### src/rtl/tcdm_initiator_pkg.sv
// Shared types for the TCDM request initiator.
// FSM encoding and outstanding-counter sizing helper.
package tcdm_initiator_pkg;

  typedef enum logic [1:0] {
    ST_IDLE = 2'd0,
    ST_REQ  = 2'd1,
    ST_FULL = 2'd2
  } state_e;

  function automatic int unsigned cnt_width(
    input int unsigned max_out
  );
    return $clog2(max_out + 1);
  endfunction

endpackage

### src/rtl/xbar_tcdm_bus.sv
// TCDM crossbar port bundle.
// Master drives the request, slave answers with grant/response.
interface XBAR_TCDM_BUS;
  logic        req;
  logic [31:0] add;
  logic        wen;
  logic [31:0] wdata;
  logic [3:0]  be;
  logic        gnt;
  logic        r_valid;
  logic [31:0] r_rdata;
  logic        r_opc;

  modport Master (
    output req, add, wen, wdata, be,
    input  gnt, r_valid, r_rdata, r_opc
  );

  modport Slave (
    input  req, add, wen, wdata, be,
    output gnt, r_valid, r_rdata, r_opc
  );
endinterface

### src/rtl/tcdm_rsp_watchdog.sv
// Response watchdog: counts enabled cycles without a kick and
// emits a one-cycle expire pulse on the TIMEOUT_CYCLES-th one.
module tcdm_rsp_watchdog #(
  parameter int unsigned TIMEOUT_CYCLES = 256
) (
  input  logic i_clk,
  input  logic i_rst_n,
  input  logic enable,
  input  logic kick,
  output logic expire
);

  localparam int unsigned W = $clog2(TIMEOUT_CYCLES + 1);
  localparam logic [W-1:0] LAST = W'(TIMEOUT_CYCLES - 1);

  logic [W-1:0] cnt_q;

  assign expire = enable & ~kick & (cnt_q == LAST);

  always_ff @(posedge i_clk or negedge i_rst_n) begin
    if (!i_rst_n) begin
      cnt_q <= '0;
    end else if (!enable || kick || expire) begin
      cnt_q <= '0;
    end else begin
      cnt_q <= cnt_q + W'(1);
    end
  end

endmodule

### src/rtl/tcdm_req_initiator.sv
// Single-slot TCDM request initiator with outstanding-limit,
// registered responses, sticky error/timeout status.
module tcdm_req_initiator
  import tcdm_initiator_pkg::*;
#(
  parameter int unsigned MAX_OUTSTANDING = 2,
  parameter int unsigned TIMEOUT_CYCLES  = 256
) (
  input  logic          i_clk,
  input  logic          i_rst_n,
  input  logic          cmd_valid,
  output logic          cmd_ready,
  input  logic [31:0]   cmd_addr,
  input  logic          cmd_wen,
  input  logic [31:0]   cmd_wdata,
  input  logic [3:0]    cmd_be,
  output logic          rsp_valid,
  output logic [31:0]   rsp_rdata,
  output logic          rsp_err,
  output logic          err_sticky,
  output logic          timeout_sticky,
  input  logic          clr_status,
  XBAR_TCDM_BUS.Master  tcdm_master
);

  localparam int unsigned CW = cnt_width(MAX_OUTSTANDING);
  localparam logic [CW-1:0] MAX_C = CW'(MAX_OUTSTANDING);

  state_e        state_q, state_d;
  logic [31:0]   add_q, wdata_q;
  logic          wen_q;
  logic [3:0]    be_q;
  logic [CW-1:0] cnt_q, cnt_d;
  logic          accept, issue, retire, expire;

  assign cmd_ready = i_rst_n & (state_q == ST_IDLE);
  assign accept    = cmd_valid & cmd_ready;

  assign tcdm_master.req   = (state_q == ST_REQ);
  assign tcdm_master.add   = add_q;
  assign tcdm_master.wen   = wen_q;
  assign tcdm_master.wdata = wdata_q;
  assign tcdm_master.be    = be_q;

  assign issue  = tcdm_master.req & tcdm_master.gnt;
  // Stray responses with nothing outstanding are dropped.
  assign retire = tcdm_master.r_valid & (cnt_q != '0);

  tcdm_rsp_watchdog #(
    .TIMEOUT_CYCLES(TIMEOUT_CYCLES)
  ) u_wdog (
    .i_clk  (i_clk),
    .i_rst_n(i_rst_n),
    .enable (cnt_q != '0),
    .kick   (tcdm_master.r_valid),
    .expire (expire)
  );

  always_comb begin
    cnt_d = cnt_q + CW'(issue) - CW'(retire);
    if (expire) begin
      cnt_d = issue ? CW'(1) : '0;
    end
  end

  always_comb begin
    state_d = state_q;
    unique case (state_q)
      ST_IDLE: begin
        if (accept) state_d = ST_REQ;
      end
      ST_REQ: begin
        if (tcdm_master.gnt) begin
          state_d = (cnt_d == MAX_C) ? ST_FULL : ST_IDLE;
        end
      end
      ST_FULL: begin
        if (cnt_d < MAX_C) state_d = ST_IDLE;
      end
      default: state_d = ST_IDLE;
    endcase
  end

  always_ff @(posedge i_clk or negedge i_rst_n) begin
    if (!i_rst_n) begin
      state_q <= ST_IDLE;
      cnt_q   <= '0;
    end else begin
      state_q <= state_d;
      cnt_q   <= cnt_d;
    end
  end

  always_ff @(posedge i_clk or negedge i_rst_n) begin
    if (!i_rst_n) begin
      add_q   <= '0;
      wen_q   <= 1'b0;
      wdata_q <= '0;
      be_q    <= '0;
    end else if (accept) begin
      add_q   <= cmd_addr;
      wen_q   <= cmd_wen;
      wdata_q <= cmd_wdata;
      be_q    <= cmd_be;
    end
  end

  always_ff @(posedge i_clk or negedge i_rst_n) begin
    if (!i_rst_n) begin
      rsp_valid <= 1'b0;
      rsp_rdata <= '0;
      rsp_err   <= 1'b0;
    end else begin
      rsp_valid <= retire;
      if (retire) begin
        rsp_rdata <= tcdm_master.r_rdata;
        rsp_err   <= tcdm_master.r_opc;
      end
    end
  end

  // A new event in the clear cycle keeps the flag set.
  always_ff @(posedge i_clk or negedge i_rst_n) begin
    if (!i_rst_n) begin
      err_sticky     <= 1'b0;
      timeout_sticky <= 1'b0;
    end else begin
      err_sticky <= (retire & tcdm_master.r_opc)
                  | (err_sticky & ~clr_status);
      timeout_sticky <= expire
                      | (timeout_sticky & ~clr_status);
    end
  end

endmodule

### src/flat_wrapper.sv
// flat-port wrapper written by rule: the top's interface ports become plain ports
module tcdm_req_initiator_flat import tcdm_initiator_pkg::*;
#(
  parameter int unsigned MAX_OUTSTANDING = 2,
  parameter int unsigned TIMEOUT_CYCLES  = 256
)
  (i_clk, i_rst_n, cmd_valid, cmd_ready, cmd_addr, cmd_wen, cmd_wdata, cmd_be, rsp_valid, rsp_rdata, rsp_err, err_sticky, timeout_sticky, clr_status, tcdm_master_req, tcdm_master_add, tcdm_master_wen, tcdm_master_wdata, tcdm_master_be, tcdm_master_gnt, tcdm_master_r_valid, tcdm_master_r_rdata, tcdm_master_r_opc);
  XBAR_TCDM_BUS tcdm_master_i ();
  input  logic i_clk;
  input  logic i_rst_n;
  input  logic cmd_valid;
  output logic cmd_ready;
  input  logic [31:0] cmd_addr;
  input  logic cmd_wen;
  input  logic [31:0] cmd_wdata;
  input  logic [3:0] cmd_be;
  output logic rsp_valid;
  output logic [31:0] rsp_rdata;
  output logic rsp_err;
  output logic err_sticky;
  output logic timeout_sticky;
  input  logic clr_status;
  output wire logic [$bits(tcdm_master_i.req)-1:0] tcdm_master_req;
  output wire logic [$bits(tcdm_master_i.add)-1:0] tcdm_master_add;
  output wire logic [$bits(tcdm_master_i.wen)-1:0] tcdm_master_wen;
  output wire logic [$bits(tcdm_master_i.wdata)-1:0] tcdm_master_wdata;
  output wire logic [$bits(tcdm_master_i.be)-1:0] tcdm_master_be;
  input wire logic [$bits(tcdm_master_i.gnt)-1:0] tcdm_master_gnt;
  input wire logic [$bits(tcdm_master_i.r_valid)-1:0] tcdm_master_r_valid;
  input wire logic [$bits(tcdm_master_i.r_rdata)-1:0] tcdm_master_r_rdata;
  input wire logic [$bits(tcdm_master_i.r_opc)-1:0] tcdm_master_r_opc;
  assign tcdm_master_req = tcdm_master_i.req;
  assign tcdm_master_add = tcdm_master_i.add;
  assign tcdm_master_wen = tcdm_master_i.wen;
  assign tcdm_master_wdata = tcdm_master_i.wdata;
  assign tcdm_master_be = tcdm_master_i.be;
  assign tcdm_master_i.gnt = tcdm_master_gnt;
  assign tcdm_master_i.r_valid = tcdm_master_r_valid;
  assign tcdm_master_i.r_rdata = tcdm_master_r_rdata;
  assign tcdm_master_i.r_opc = tcdm_master_r_opc;
  tcdm_req_initiator #(.MAX_OUTSTANDING(MAX_OUTSTANDING), .TIMEOUT_CYCLES(TIMEOUT_CYCLES)) u_core (.i_clk(i_clk), .i_rst_n(i_rst_n), .cmd_valid(cmd_valid), .cmd_ready(cmd_ready), .cmd_addr(cmd_addr), .cmd_wen(cmd_wen), .cmd_wdata(cmd_wdata), .cmd_be(cmd_be), .rsp_valid(rsp_valid), .rsp_rdata(rsp_rdata), .rsp_err(rsp_err), .err_sticky(err_sticky), .timeout_sticky(timeout_sticky), .clr_status(clr_status), .tcdm_master(tcdm_master_i));
endmodule
### config.mk
export PLATFORM = sky130hd
export DESIGN_NAME = tcdm_req_initiator_flat
export DESIGN_NICKNAME = d
export VERILOG_FILES = /design/src/rtl/tcdm_initiator_pkg.sv /design/src/rtl/xbar_tcdm_bus.sv /design/src/rtl/tcdm_rsp_watchdog.sv /design/src/rtl/tcdm_req_initiator.sv /design/src/flat_wrapper.sv
export SDC_FILE = /design/constraint.sdc
export NUM_CORES = 1
export LEC_CHECK = 0
export ABC_AREA = 1
export CORE_MARGIN = 3
export CORE_UTILIZATION = 35
export DETAILED_ROUTE_END_ITERATION = 8
export PLACE_DENSITY = 0.68
export SETUP_SLACK_MARGIN = 0.5
export SLEW_MARGIN = 20
export SYNTH_ARGS = -nofsm -noshare
export SYNTH_HDL_FRONTEND = slang
export SYNTH_HIERARCHICAL = 1
export SYNTH_SLANG_ARGS = --single-unit
### constraint.sdc
create_clock -name i_clk -period 5.2 [get_ports i_clk]
set_input_delay 0.52 -clock i_clk [delete_from_list [all_inputs] [get_ports i_clk]]
set_output_delay 0.52 -clock i_clk [all_outputs]
set_load 0.03 [all_outputs]
* Word level (Yosys, flattened, before mapping)
Index checks and enable logic that the tools add are counted.
** Word-level totals
- Bits of input ports :: 108
- Register bits :: 118
- Output and inout bits :: 107
- Word-level logic and storage cells :: 50
** Cells by class
- Add/sub/neg operators :: 3
- Eq/ne operators :: 7
- Multiplexer cells :: 8
- Reduce and logical (&&, ||, !) cells :: 6
- Order comparisons :: 1
- Bitwise logic cells :: 13
** Operators with widths (count)
- 2-bit two-way mux :: 5
- 9-bit by 1-bit adder with 9-bit output, second input constant :: 1
- 1-bit AND :: 9
- 9-bit by 8-bit == test with 1-bit output, second input constant :: 1
- 9-bit two-way mux :: 1
- 2-bit one-hot mux with 3 select lines :: 1
- 2-bit == test, second input constant :: 2
- 2-bit by 1-bit inequality test with 1-bit output, second input constant :: 2
- 3-bit AND reduction :: 1
- 2-bit by 1-bit adder with 2-bit output :: 1
- 2-bit by 1-bit == test with 1-bit output, second input constant :: 1
- 2-bit zero test :: 1
- 1-bit logical OR :: 2
- 2-bit < comparator, second input constant :: 1
- 2-bit inequality test, second input constant :: 1
- 1-bit NOT :: 2
- 1-bit bitwise OR :: 2
- 2-bit nonzero test :: 1
- 2-bit by 1-bit subtractor with 2-bit output :: 1
- 1-bit zero test :: 1
- 1-bit two-way mux :: 1

* Logic depth before layout (Yosys ltp)
Gate-level depths: netlist of run 1.
- Depth after elaboration :: 9
- Gate-level depth with buffers :: 13
- Depth with buffers taken out :: 13

* By module
The synthesis of run 1 kept the hierarchy.
** Modules (own cells, without submodules)
- tcdm_req_initiator :: sequential area each 2727.6 um2, area an instance 4289.1 um2, instances 1, cells an instance 485
- tcdm_rsp_watchdog :: sequential area each 225.2 um2, area an instance 445.4 um2, instances 1, cells an instance 54

* Least setup slack after synthesis of run 1
Ideal clock, no wire load.
- Path kind :: register to register
- Start point :: register u_core.cnt_q[1]
- End point :: register u_core.state_q[1]
- Data required time :: 5135 ps
- Buffers on the path :: 1
- Arrival :: 1863 ps
- Setup time :: 65 ps
- Period minus slack after synthesis :: 1928 ps
- Cell stages (with the launch flop) :: 13
- Setup slack :: 3272 ps
- Path through :: dfrtp_1 > or2_1 > nand2_1 > inv_2 > buf_2 > ha_1 > inv_1 > ha_1 > nand2_1 > nand2_1 > nor2_1 > nand3_1 > nand2_1
** On the way
- Longest elaborated chain between the ends :: 8
- Elaborated cells between the ends (all ways) :: 14
- Those cells by class :: 2 x add/sub; 1 x order compare; 2 x eq/ne; 4 x mux; 3 x bitwise; 2 x reduce/logical
** RTL lines
- start, declared :: line tcdm_req_initiator.sv:33 : logic [CW-1:0] cnt_q, cnt_d;
- start signal, assigned :: line tcdm_req_initiator.sv:90 : cnt_q <= cnt_d;
- 2-bit nonzero test * :: line tcdm_req_initiator.sv:47 : assign retire = tcdm_master.r_valid & (cnt_q != '0);
- 1-bit AND * :: line tcdm_req_initiator.sv:47
- named net u_core.retire :: line tcdm_req_initiator.sv:34 : logic accept, issue, retire, expire;
- 2-bit by 1-bit subtractor with 2-bit output * :: line tcdm_req_initiator.sv:60 : cnt_d = cnt_q + CW'(issue) - CW'(retire);
- 2-bit two-way mux * :: line tcdm_req_initiator.sv:61 : if (expire) begin
- named net u_core.cnt_d[0] :: line tcdm_req_initiator.sv:33
- 2-bit == test :: line tcdm_req_initiator.sv:74 : state_d = (cnt_d == MAX_C) ? ST_FULL : ST_IDLE;
- 2-bit two-way mux :: line tcdm_req_initiator.sv:74
- 2-bit two-way mux :: line tcdm_req_initiator.sv:73 : if (tcdm_master.gnt) begin
- 2-bit one-hot mux with 3 select lines :: line tcdm_req_initiator.sv:68 : unique case (state_q)
- end signal, assigned :: line tcdm_req_initiator.sv:89 : state_q <= state_d;
- end, declared :: line tcdm_req_initiator.sv:29 : state_e state_q, state_d;
Mark *: on every way through the listed nets, which the timed path passes. The rest lies on a longest branch. The select of a mux whose other input is x is not followed.
A chain may end at the register's enable or synchronous reset.

* Final worst setup path of run 1
- Start point :: input tcdm_master_r_valid
- End point :: register u_core.state_q[1]
** On the way
- Longest elaborated chain between the ends :: 8
- Elaborated cells between the ends (all ways) :: 13
- Those cells by class :: 1 x add/sub; 1 x order compare; 2 x eq/ne; 4 x mux; 4 x bitwise; 1 x reduce/logical
** RTL lines
- start, declared :: line flat_wrapper.sv:29 : input wire logic [$bits(tcdm_master_i.r_valid)-1:0] tcdm_master_r_valid;
- branches (longest 3 deep; another with 2-bit by 1-bit subtractor with 2-bit output)
- 2-bit two-way mux * :: line tcdm_req_initiator.sv:61
- named net u_core.cnt_d[0] :: line tcdm_req_initiator.sv:33
- 2-bit == test :: line tcdm_req_initiator.sv:74
- 2-bit two-way mux :: line tcdm_req_initiator.sv:74
- 2-bit two-way mux :: line tcdm_req_initiator.sv:73
- 2-bit one-hot mux with 3 select lines :: line tcdm_req_initiator.sv:68
Mark *: on every way through the listed nets, which the timed path passes. The select of a mux whose other input is x is not followed.

==> results of run 1 <==
==> layout make-up <==
cell class                 count  area [µm²]  share of cell area [%]
timing repair buffer         218        2170                    28.5
inverter                      21        78.8                    1.03
clock buffer                  20         447                    5.86
clock inverter                12         176                    2.32
multi-input combinational    372        1580                    20.8
tap                          172         215                    2.82
sequential                   118        2950                    38.8
==> cells by family (layout without fill, tap and decap cells) <==
kind of cell               count (synthesis)  in the layout  synth area share, %
AOI/OAI and AO/OA                          9              9                 1.03
adders and majority gates                  4              4                 1.06
and+or+nand+nor                          359            359                 31.1
buffers and inverters                     49            271                 4.47
DFF                                      118            118                 62.4
==> worst max path at each step <==
| stage | start | to | slack, ns | cells past startpoint |
|---|---|---|---|---|
| after floorplan | u_core/cnt_q[1]$_DFF_PN0_ | u_core/state_q[1]$_DFFE_PN0P_ | 3.27 | 12 |
| after CTS | u_core/cnt_q[1]$_DFF_PN0_ | u_core/state_q[1]$_DFFE_PN0P_ | 1.96 | 11 |
| after global placement | tcdm_master_r_valid | u_core/state_q[1]$_DFFE_PN0P_ | 1.75 | 11 |
| after detailed placement | tcdm_master_r_valid | u_core/state_q[1]$_DFFE_PN0P_ | 1.57 | 11 |
| after global routing | tcdm_master_r_valid | u_core/state_q[1]$_DFFE_PN0P_ | 2.13 | 11 |
| final | tcdm_master_r_valid | u_core/state_q[1]$_DFFE_PN0P_ | 2.37 | 11 |
==> flip-flops by register name, indices dropped and copies added (netlist names) <==
register	flops
u_core/state_q	2
u_core/u_wdog/cnt_q	9
u_core/tcdm_master.wdata	32
u_core/tcdm_master.wen	1
u_core/tcdm_master.be	4
u_core/rsp_err	1
u_core/rsp_valid	1
u_core/rsp_rdata	32
u_core/cnt_q	2
u_core/err_sticky	1
u_core/timeout_sticky	1
u_core/tcdm_master.add	32
==> power breakdown <==
| group | total, µW | leakage (µW) | internal (µW) | switching [µW] |
|---|---|---|---|---|
| Combinational | 2310 | 0.00194 | 903 | 1400 |
| Sequential | 1550 | 0.00147 | 1310 | 233 |
| Clock | 1220 | 0.000300 | 814 | 405 |
| Total | 5070 | 0.00371 | 3030 | 2040 |
==> layout by cell type, fill, tap and decap left out <==
| cell | count |
|---|---|
| clkinv_2 | 3 |
| o21ai_1 | 2 |
| inv_2 | 2 |
| inv_6 | 1 |
| nor3_4 | 2 |
| clkdlybuf4s50_1 | 212 |
| nand2_2 | 2 |
| clkbuf_16 | 17 |
| inv_1 | 19 |
| ha_1 | 4 |
| buf_2 | 1 |
| or2_1 | 1 |
| nor2_1 | 17 |
| dfrtp_1 | 118 |
| a21oi_2 | 1 |
| o21ai_0 | 3 |
| buf_4 | 4 |
| nand2_1 | 260 |
| a21oi_1 | 3 |
| buf_6 | 1 |
| clkinv_4 | 2 |
| clkbuf_1 | 2 |
| nor3b_1 | 1 |
| nand3_1 | 73 |
| nand4_1 | 1 |
| clkbuf_8 | 1 |
| clkinvlp_4 | 2 |
| nor2_2 | 2 |
| bufinv_16 | 4 |
==> stage by stage <==
step | util [%] | cells | setup slack (ns) | hold slack (ns) | cell area (µm²)
final | 58.9 | 933 | 2.37 | 0.0692 | 7620
after global placement | 54.1 | 901 | 1.75 | 0.453 | 6990
after global routing | 58.9 | 933 | 2.13 | 0.0949 | 7620
after CTS | 58.9 | 933 | 1.96 | 0.0695 | 7610
after detailed placement | 54.1 | 901 | 1.57 | 0.458 | 6990
after floorplan | - | 539 | 3.27 | 0.224 | 4730
==> worst reg2reg max path: stages (launching register included) <==
cell,delay [ns]
dfrtp_1,0.39
or2_1,0.26
nand2_2,0.48
inv_2,0.43
ha_1,0.42
inv_1,0.05
ha_1,0.19
nand3_1,0.10
nand2_1,0.07
nor2_1,0.16
nand3_1,0.11
nand2_1,0.09
==> per-layer routing <==
metal  wire length (µm)  global-route usage [%]  part of all wire [%]  vias to the layer above
li1                   -                       -                     -                     2108
met1               5440                    22.6                    41                     2015
met2               6000                    28.1                    45                      186
met3               1640                    9.35                    12                       13
met4                151                    6.09                   1.1                        0
met5                  0                       0                     0                        -
==> impl_metrics.py, run 1 <==
metrics = {
    "pwr": {
        "power_uw": 5070,
        "p_leak_uw": 0.00371,
        "power.density_nw_per_um2": 665,
        "ir_drop_mv": 0.369,
    },
    "grt": {
        "overflow": 0,
        "antenna_found_initial": 0,
        "grt_pass1_vias": 4423,
        "grt_max_degree": 84,
        "grt_pass1_wl_mm": 21.7,
        "grt_usage_pct": 18.4,
    },
    "sta": {
        "tightest_slew_ns": 0.732,
        "tns_ns": 0,
        "maxSlewViolCount": 0,
        "rsz0062_at_grt": "false",
        "setup_viol": 0,
        "slew_headroom_pct": 51.2,
        "fin_crit_ns": 2.83,
        "final.setup_skew_ns": 0.00885,
        "fmax_mhz": 353,
        "final.period_utilization_pct": 54.4,
        "timing.final.hold_violations": 0,
    },
    "floorplan": {
        "initial_core_util_pct": 36.6,
        "dieWidth_um": 122,
        "coreArea_um2": 12900,
        "io_pins": 215,
        "die_y_um": 122,
        "rows": 41,
        "dieArea_um2": 15000,
    },
    "cts": {
        "clk-insertion-delay-late_ns": 0.41,
        "numCtsBuffers": 17,
        "cts_max_path_buffers": 2,
        "holdBufCountCts": 0,
        "cts_sinks": 118,
        "cts_tree": "built",
        "postCtsSetupBuffers": 0,
        "ctsResizeCount": 0,
        "clkTransAtPathRegs_ns": 0.05,
        "htreeDepth": 4,
        "clockRootBuffer": "clkbuf_16",
    },
    "drt": {
        "drtIter0Drc": 207,
        "vias_per_cell": 4.63,
        "drc": 0,
        "antenna_left": 0,
        "vias": 4322,
        "wl_per_cell_um": 14.2,
        "drt_wl_total_mm": 13.2,
        "first_pass_iters": 4,
    },
    "critical_path": {
        "cp_max_fo": 35,
        "cp_num_buf_inv": 3,
        "critical-path-top-delay-family": "buffers and inverters",
        "critPathKind": "in2reg",
        "cpMaxStageDelayCell": "inv_2",
        "arrival_ns": 3.16,
        "r2r-end": "u_core/state_q[1]$_DFFE_PN0P_",
        "path_cells": "clkdlybuf4s50_1 > nand2_2 > inv_2 > ha_1 > inv_1 > ha_1 > nand2_1 > nand2_1 > nor2_1 > nand3_1 > nand2_1",
        "crit_required_ns": 5.53,
        "critPathMostFrequentCell": "nand2_1",
        "worst_r2r_path_depth": 11,
        "reg2reg_from": "u_core/cnt_q[1]$_DFF_PN0_",
        "worstSetupStartpointType": "input port",
        "crit_path_end_kind": "register",
        "r2r_slack_ns": 2.40,
        "critPathMaxStageDelay_ns": 0.59,
    },
    "cells_and_area": {
        "n_antenna_cell": 0,
        "final_net_count": 860,
        "layout-drive-gt1-share_pct": 5.91,
        "syn_to_final_growth_pct": 60.9,
        "nFillCells": 1140,
    },
    "run_status": {
        "status": "completed",
    },
    "yosys": {
        "synthTopCellsByCount": "262 x nand2_1, 118 x dfrtp_1, 73 x nand3_1, 22 x buf_2, 19 x inv_1",
        "yosysTopAreaCell": "dfrtp_1",
        "async_reset_ff_share_pct": 100,
        "netlist_instances": 539,
        "synth-seq-cells": 118,
        "synthesis.area_um2": 4730,
        "synth_area_leaders": "dfrtp_1 62%, nand2_1 21%, nand3_1 7.7%",
        "syn-mean-instance-area_um2": 8.78,
        "yosysUniqueCellTypes": 20,
        "synth_edf_count": 0,
        "synthMostInstantiatedCell": "nand2_1",
        "synth_nets": 651,
        "ys.flop_type": "dfrtp_1",
        "yosys.area.top_type_share_pct": 62.4,
        "ys.warnings.count": 6,
        "ys_seq_area_share_pct": 62.4,
    },
    "hold_path": {
        "hold_class": "in2async",
    },
    "run": {
        "drv_cap": 0,
    },
    "placed_design": {
        "hpwl_mm": 9.35,
        "io_buffers": 214,
        "place_congestion": 0.813,
    },
}
(Power assumes the default switching activity.)
==> inputs of run 2 (changes only) <==
--- a/config.mk
+++ b/config.mk
@@ -9,7 +9,7 @@
 export CORE_MARGIN = 3
 export CORE_UTILIZATION = 35
 export DETAILED_ROUTE_END_ITERATION = 8
-export PLACE_DENSITY = 0.68
+export PLACE_DENSITY = 0.71
 export SETUP_SLACK_MARGIN = 0.5
 export SLEW_MARGIN = 20
 export SYNTH_ARGS = -nofsm -noshare
==> constraint.sdc (replaced) <==
create_clock -name i_clk -period 2.5 [get_ports i_clk]
set_input_delay 0.25 -clock i_clk [delete_from_list [all_inputs] [get_ports i_clk]]
set_output_delay 0.25 -clock i_clk [all_outputs]
set_load 0.03 [all_outputs]
==> impl_metrics.py, run 2 (same netlist as run 1, synthesis figures left out) <==
metrics = {
    "sta": {
        "tns_ns": 0,
        "rsz0062_at_grt": "true",
        "fmax_mhz": 511,
        "tightest_slew_ns": 0.628,
        "final.setup_skew_ns": 0.00812,
        "slew_headroom_pct": 58.1,
        "worst_slack_ns": 0.544,
        "setup_viol": 0,
        "fin_crit_ns": 1.96,
        "maxSlewViolCount": 0,
        "timing.final.hold_violations": 0,
        "final.period_utilization_pct": 78.3,
    },
    "cells_and_area": {
        "fin_area_um2": 7710,
        "layout-drive-gt1-share_pct": 6.66,
        "n_antenna_cell": 0,
        "final_net_count": 865,
        "final_common_cell": "nand2_1",
        "final_core_util_pct": 59.6,
        "mostFrequentLayoutCells": "261 x nand2_1, 210 x clkdlybuf4s50_1, 118 x dfrtp_1",
        "syn_to_final_growth_pct": 62.8,
    },
    "cts": {
        "cts_max_path_buffers": 2,
        "clk-insertion-delay-late_ns": 0.41,
        "htreeDepth": 4,
        "clockRootBuffer": "clkbuf_16",
        "cts_tree": "built",
        "postCtsSetupBuffers": 0,
        "numCtsBuffers": 17,
        "cts_sinks": 118,
        "clkTransAtPathRegs_ns": 0.05,
    },
    "floorplan": {
        "dieArea_um2": 15000,
        "dieWidth_um": 122,
        "coreArea_um2": 12900,
        "io_pins": 215,
        "rows": 41,
        "initial_core_util_pct": 36.6,
        "die_y_um": 122,
    },
    "critical_path": {
        "crit_required_ns": 2.84,
        "r2r_slack_ns": 0.54,
        "cp_max_fo": 3,
        "r2r-end": "u_core/state_q[1]$_DFFE_PN0P_",
        "critPathKind": "reg2reg",
        "worstSetupStartpointType": "register",
        "crit_path_end_kind": "register",
        "reg2reg_from": "u_core/state_q[1]$_DFFE_PN0P_",
        "setup.worst_path.end": "u_core/state_q[1]$_DFFE_PN0P_",
        "arrival_ns": 2.30,
        "worst_r2r_path_depth": 12,
        "cp-startpoint": "u_core/state_q[1]$_DFFE_PN0P_",
    },
    "pwr": {
        "ir_drop_mv": 1.00,
        "power_uw": 10700,
        "p_leak_uw": 0.00377,
        "power.density_nw_per_um2": 1380,
    },
    "drt": {
        "vias": 4292,
        "wl_per_cell_um": 14.5,
        "vias_per_cell": 4.58,
        "antenna_left": 0,
        "first_pass_iters": 4,
        "drc": 0,
        "drt_wl_total_mm": 13.6,
        "drtIter0Drc": 229,
    },
    "run_status": {
        "status": "completed",
    },
    "grt": {
        "antenna_found_initial": 0,
        "overflow": 0,
        "grt_usage_pct": 18.6,
        "use_met3_pct": 10.1,
        "grt_max_degree": 119,
        "top_usage_layer": "met2",
        "met2_usage_pct": 30.3,
        "grt.met1_usage_pct": 20.8,
        "grt_pass1_vias": 4395,
        "grt_pass1_wl_mm": 21.7,
    },
    "placed_design": {
        "dp_slack_ns": 0.497,
        "io_buffers": 214,
        "placed_area_um2": 7040,
        "hpwl_mm": 9.35,
        "place_congestion": 0.798,
    },
    "run": {
        "drv_cap": 0,
    },
    "hold_path": {
        "hold_class": "in2reg",
    },
}
## run 2: cell type report
type | instances | area [µm²]
clock inverters | 8 | 143
clock buffers | 24 | 502
fillers | 1121 | 5220
flip-flops and latches | 118 | 2950
multi-input cells | 372 | 1590
repair buffers | 223 | 2230
well taps | 172 | 215
inverters | 21 | 78.8
## run 2: worst min path at each step
stage | from | end | slack, ns | cells after the start
floorplan | i_rst_n | u_core/cnt_q[0]$_DFF_PN0_ | -0.05 | 0
finish | cmd_valid | u_core/tcdm_master.add[22]$_DFFE_PN0P_ | 0.37 | 3
global route | tcdm_master_r_rdata[17] | u_core/rsp_rdata[17]$_DFFE_PN0N_ | 0.38 | 3
global placement | i_rst_n | u_core/tcdm_master.add[6]$_DFFE_PN0P_ | 0.40 | 2
CTS | cmd_valid | u_core/tcdm_master.add[15]$_DFFE_PN0P_ | 0.36 | 3
detailed placement | i_rst_n | u_core/tcdm_master.add[0]$_DFFE_PN0P_ | 0.41 | 2
## run 2: repair_timing
item / in CTS / in global routing
hold buffers: 1 / 0
gates resized for setup: 1 / 3
hold endpoints to repair: 118 / 0
setup endpoints to repair: 1 / 2
## run 2: critical path, cell delays in order (launching register included)
cell and delay (ns):
dfrtp_1 0.42, inv_1 0.12, nand2_1 0.08, inv_1 0.11
nand2_1 0.07, ha_1 0.29, inv_1 0.06, ha_1 0.21
nand3_1 0.12, nand2_1 0.07, nor2_1 0.18, nand3_1 0.10
nand2_1 0.07
## run 2: routing by layer
metal | part of all wire (%) | up-vias
li1 | - | 2114
met1 | 40 | 1976
met2 | 47 | 184
met3 | 12 | 18
met4 | 1.5 | 0
met5 | 0 | -
## run 2: where the power goes
group	internal, µW	total [µW]	switching [µW]
Clock	1790	2610	819
Sequential	2730	3220	491
Combinational	1900	4840	2930
## run 2: through the flow
step                std cells  hold slack [ns]
floorplan                 539          -0.0456
global placement          905            0.401
detailed placement        905            0.409
CTS                       938            0.359
global route              938            0.381
finish                    938            0.366
==> inputs of run 3 (changes only) <==
--- a/config.mk
+++ b/config.mk
@@ -9,7 +9,7 @@
 export CORE_MARGIN = 3
 export CORE_UTILIZATION = 35
 export DETAILED_ROUTE_END_ITERATION = 8
-export PLACE_DENSITY = 0.71
+export PLACE_DENSITY = 0.68
 export SETUP_SLACK_MARGIN = 0.5
 export SLEW_MARGIN = 20
 export SYNTH_ARGS = -nofsm -noshare
==> constraint.sdc (replaced) <==
create_clock -name i_clk -period 1.95 [get_ports i_clk]
set_input_delay 0.195 -clock i_clk [delete_from_list [all_inputs] [get_ports i_clk]]
set_output_delay 0.195 -clock i_clk [all_outputs]
set_load 0.03 [all_outputs]
==> impl_metrics.py, run 3 (same netlist as run 1, synthesis figures left out) <==
metrics = {
    "placed_design": {
        "io_buffers": 214,
        "placed_area_um2": 7080,
        "place_congestion": 0.817,
        "hpwl_mm": 9.45,
    },
    "sta": {
        "fin_crit_ns": 1.76,
        "timing.final.hold_violations": 0,
        "final.setup_skew_ns": 0.00522,
        "tightest_slew_ns": 0.687,
        "tns_ns": 0,
        "rsz0062_at_grt": "true",
        "slew_headroom_pct": 54.2,
        "maxSlewViolCount": 0,
        "fmax_mhz": 568,
        "setup_viol": 0,
        "final.period_utilization_pct": 90.3,
    },
    "cells_and_area": {
        "mostFrequentLayoutCells": "256 x nand2_1, 117 x dfrtp_1, 105 x clkdlybuf4s50_1, 105 x dlygate4sd2_1, 73 x nand3_1",
        "final_net_count": 893,
        "n_antenna_cell": 0,
        "syn_to_final_growth_pct": 68.4,
        "final_common_cell": "nand2_1",
        "final_core_util_pct": 61.7,
        "fin_area_um2": 7970,
        "layout-drive-gt1-share_pct": 12.5,
    },
    "grt": {
        "grt_max_degree": 119,
        "antenna_found_initial": 0,
        "overflow": 0,
        "grt_usage_pct": 18.9,
        "grt_pass1_wl_mm": 22.4,
        "grt_pass1_vias": 4557,
    },
    "critical_path": {
        "crit_required_ns": 2.29,
        "cp_max_fo": 3,
        "cp-startpoint": "u_core/u_wdog/cnt_q[1]$_DFF_PN0_",
        "r2r_slack_ns": 0.19,
        "cpMaxStageDelayCell": "dfrtp_1",
        "setup.worst_path.end": "u_core/timeout_sticky$_DFF_PN0_",
        "critPathKind": "reg2reg",
        "path_cells": "ha_2 > nand2_2 > inv_2 > nand2_2 > nor2_2 > ha_2 > nor3b_4 > inv_2 > buf_4 > buf_6 > buf_4 > o21ai_2",
        "crit_path_end_kind": "register",
        "reg2reg_from": "u_core/u_wdog/cnt_q[1]$_DFF_PN0_",
        "worstSetupStartpointType": "register",
        "critical-path-top-delay-family": "buffers and inverters",
        "path_depth": 12,
        "cp_num_buf_inv": 5,
        "arrival_ns": 2.10,
        "r2r-end": "u_core/timeout_sticky$_DFF_PN0_",
        "critPathMaxStageDelay_ns": 0.37,
        "worst_r2r_path_depth": 12,
    },
    "cts": {
        "clk-insertion-delay-late_ns": 0.40,
        "numCtsBuffers": 17,
        "cts_tree": "built",
        "cts_max_path_buffers": 2,
        "clkTransAtPathRegs_ns": 0.05,
        "cts_sinks": 118,
        "clockRootBuffer": "clkbuf_16",
        "htreeDepth": 4,
    },
    "drt": {
        "vias_per_cell": 4.62,
        "wl_per_cell_um": 15.0,
        "drc": 0,
        "drtIter0Drc": 253,
        "drt_wl_total_mm": 14.5,
        "first_pass_iters": 6,
        "antenna_left": 0,
        "vias": 4467,
    },
    "run_status": {
        "status": "completed",
    },
    "floorplan": {
        "die_y_um": 122,
        "dieArea_um2": 15000,
        "dieWidth_um": 122,
        "rows": 41,
        "io_pins": 215,
        "initial_core_util_pct": 36.6,
        "coreArea_um2": 12900,
    },
    "hold_path": {
        "hold_class": "in2reg",
    },
    "pwr": {
        "p_leak_uw": 0.00419,
        "ir_drop_mv": 0.927,
        "power.density_nw_per_um2": 1680,
    },
    "run": {
        "drv_cap": 0,
    },
}
[run 3: cell types whose count changed in the layout (fill, tap and decap cells not counted), sizes merged]
cell and change:
clkdlybuf4s50 -105, dlygate4sd2 +104, buf +27, clkbuf +2
bufinv +1, clkinv -1
[run 3: what timing repair did]
| item | in CTS | in global routing |
|---|---|---|
| endpoints found under the hold margin | 118 | 0 |
| cloned | 0 | 3 |
| buffers inserted | 18 | 4 |
| pin swaps | 14 | 8 |
| resized for setup | 115 | 28 |
| hold buffers | 1 | 0 |
| endpoints found under the setup margin | 120 | 70 |
[run 3: worst min-delay path by stage]
stage	from	end	depth (start not counted)
after global routing	cmd_valid	u_core/tcdm_master.wdata[18]$_DFFE_PN0P_	3
after floorplan	i_rst_n	u_core/cnt_q[0]$_DFF_PN0_	0
final	cmd_valid	u_core/tcdm_master.wdata[18]$_DFFE_PN0P_	3
after global placement	i_rst_n	u_core/tcdm_master.add[5]$_DFFE_PN0P_	2
after CTS	cmd_valid	u_core/tcdm_master.wdata[31]$_DFFE_PN0P_	3
after detailed placement	i_rst_n	u_core/tcdm_master.add[6]$_DFFE_PN0P_	2
[run 3: power by group]
part           leakage, µW  switching [µW]  internal, µW  total (µW)
Clock             0.000320            1050          2400        3450
Combinational      0.00240            3910          2030        5940
Sequential         0.00147             540          3500        4040
Total              0.00419            5500          7930       13400
[run 3: per-layer routing]
layer	global-route usage (%)	share of wire, %	wire [µm]
met1	23.4	42	6090
met2	30.0	47	6800
met3	7.37	8.9	1280
met4	7.28	2.0	289
met5	0	0	0
[run 3: worst min-delay path: cells and delay by family]
family        cells  cell delay [ns]
buf+inv           1             0.17
simple gates      2             0.15
[run 3: final cells by class]
cell class / instances / area [µm²]
Fill cell: 1124 / 4950
Tap cell: 172 / 215
Sequential cell: 118 / 2950
Multi-Input combinational cell: 372 / 1660
Inverter: 21 / 78.8
Timing Repair Buffer: 251 / 2410
Clock buffer: 24 / 492
Clock inverter: 8 / 168
[run 3: metrics by stage]
step / instances / hold WS [ns] / worst slack (ns) / total power, µW
floorplan: 539 / -0.101 / 0.127 / 7540
global placement: 908 / 0.363 / 0.0938 / 10300
detailed placement: 908 / 0.370 / 0.0394 / 10400
CTS: 959 / 0.140 / 0.224 / 13300
global route: 966 / 0.168 / 0.0319 / 14200
finish: 966 / 0.160 / 0.189 / 13400
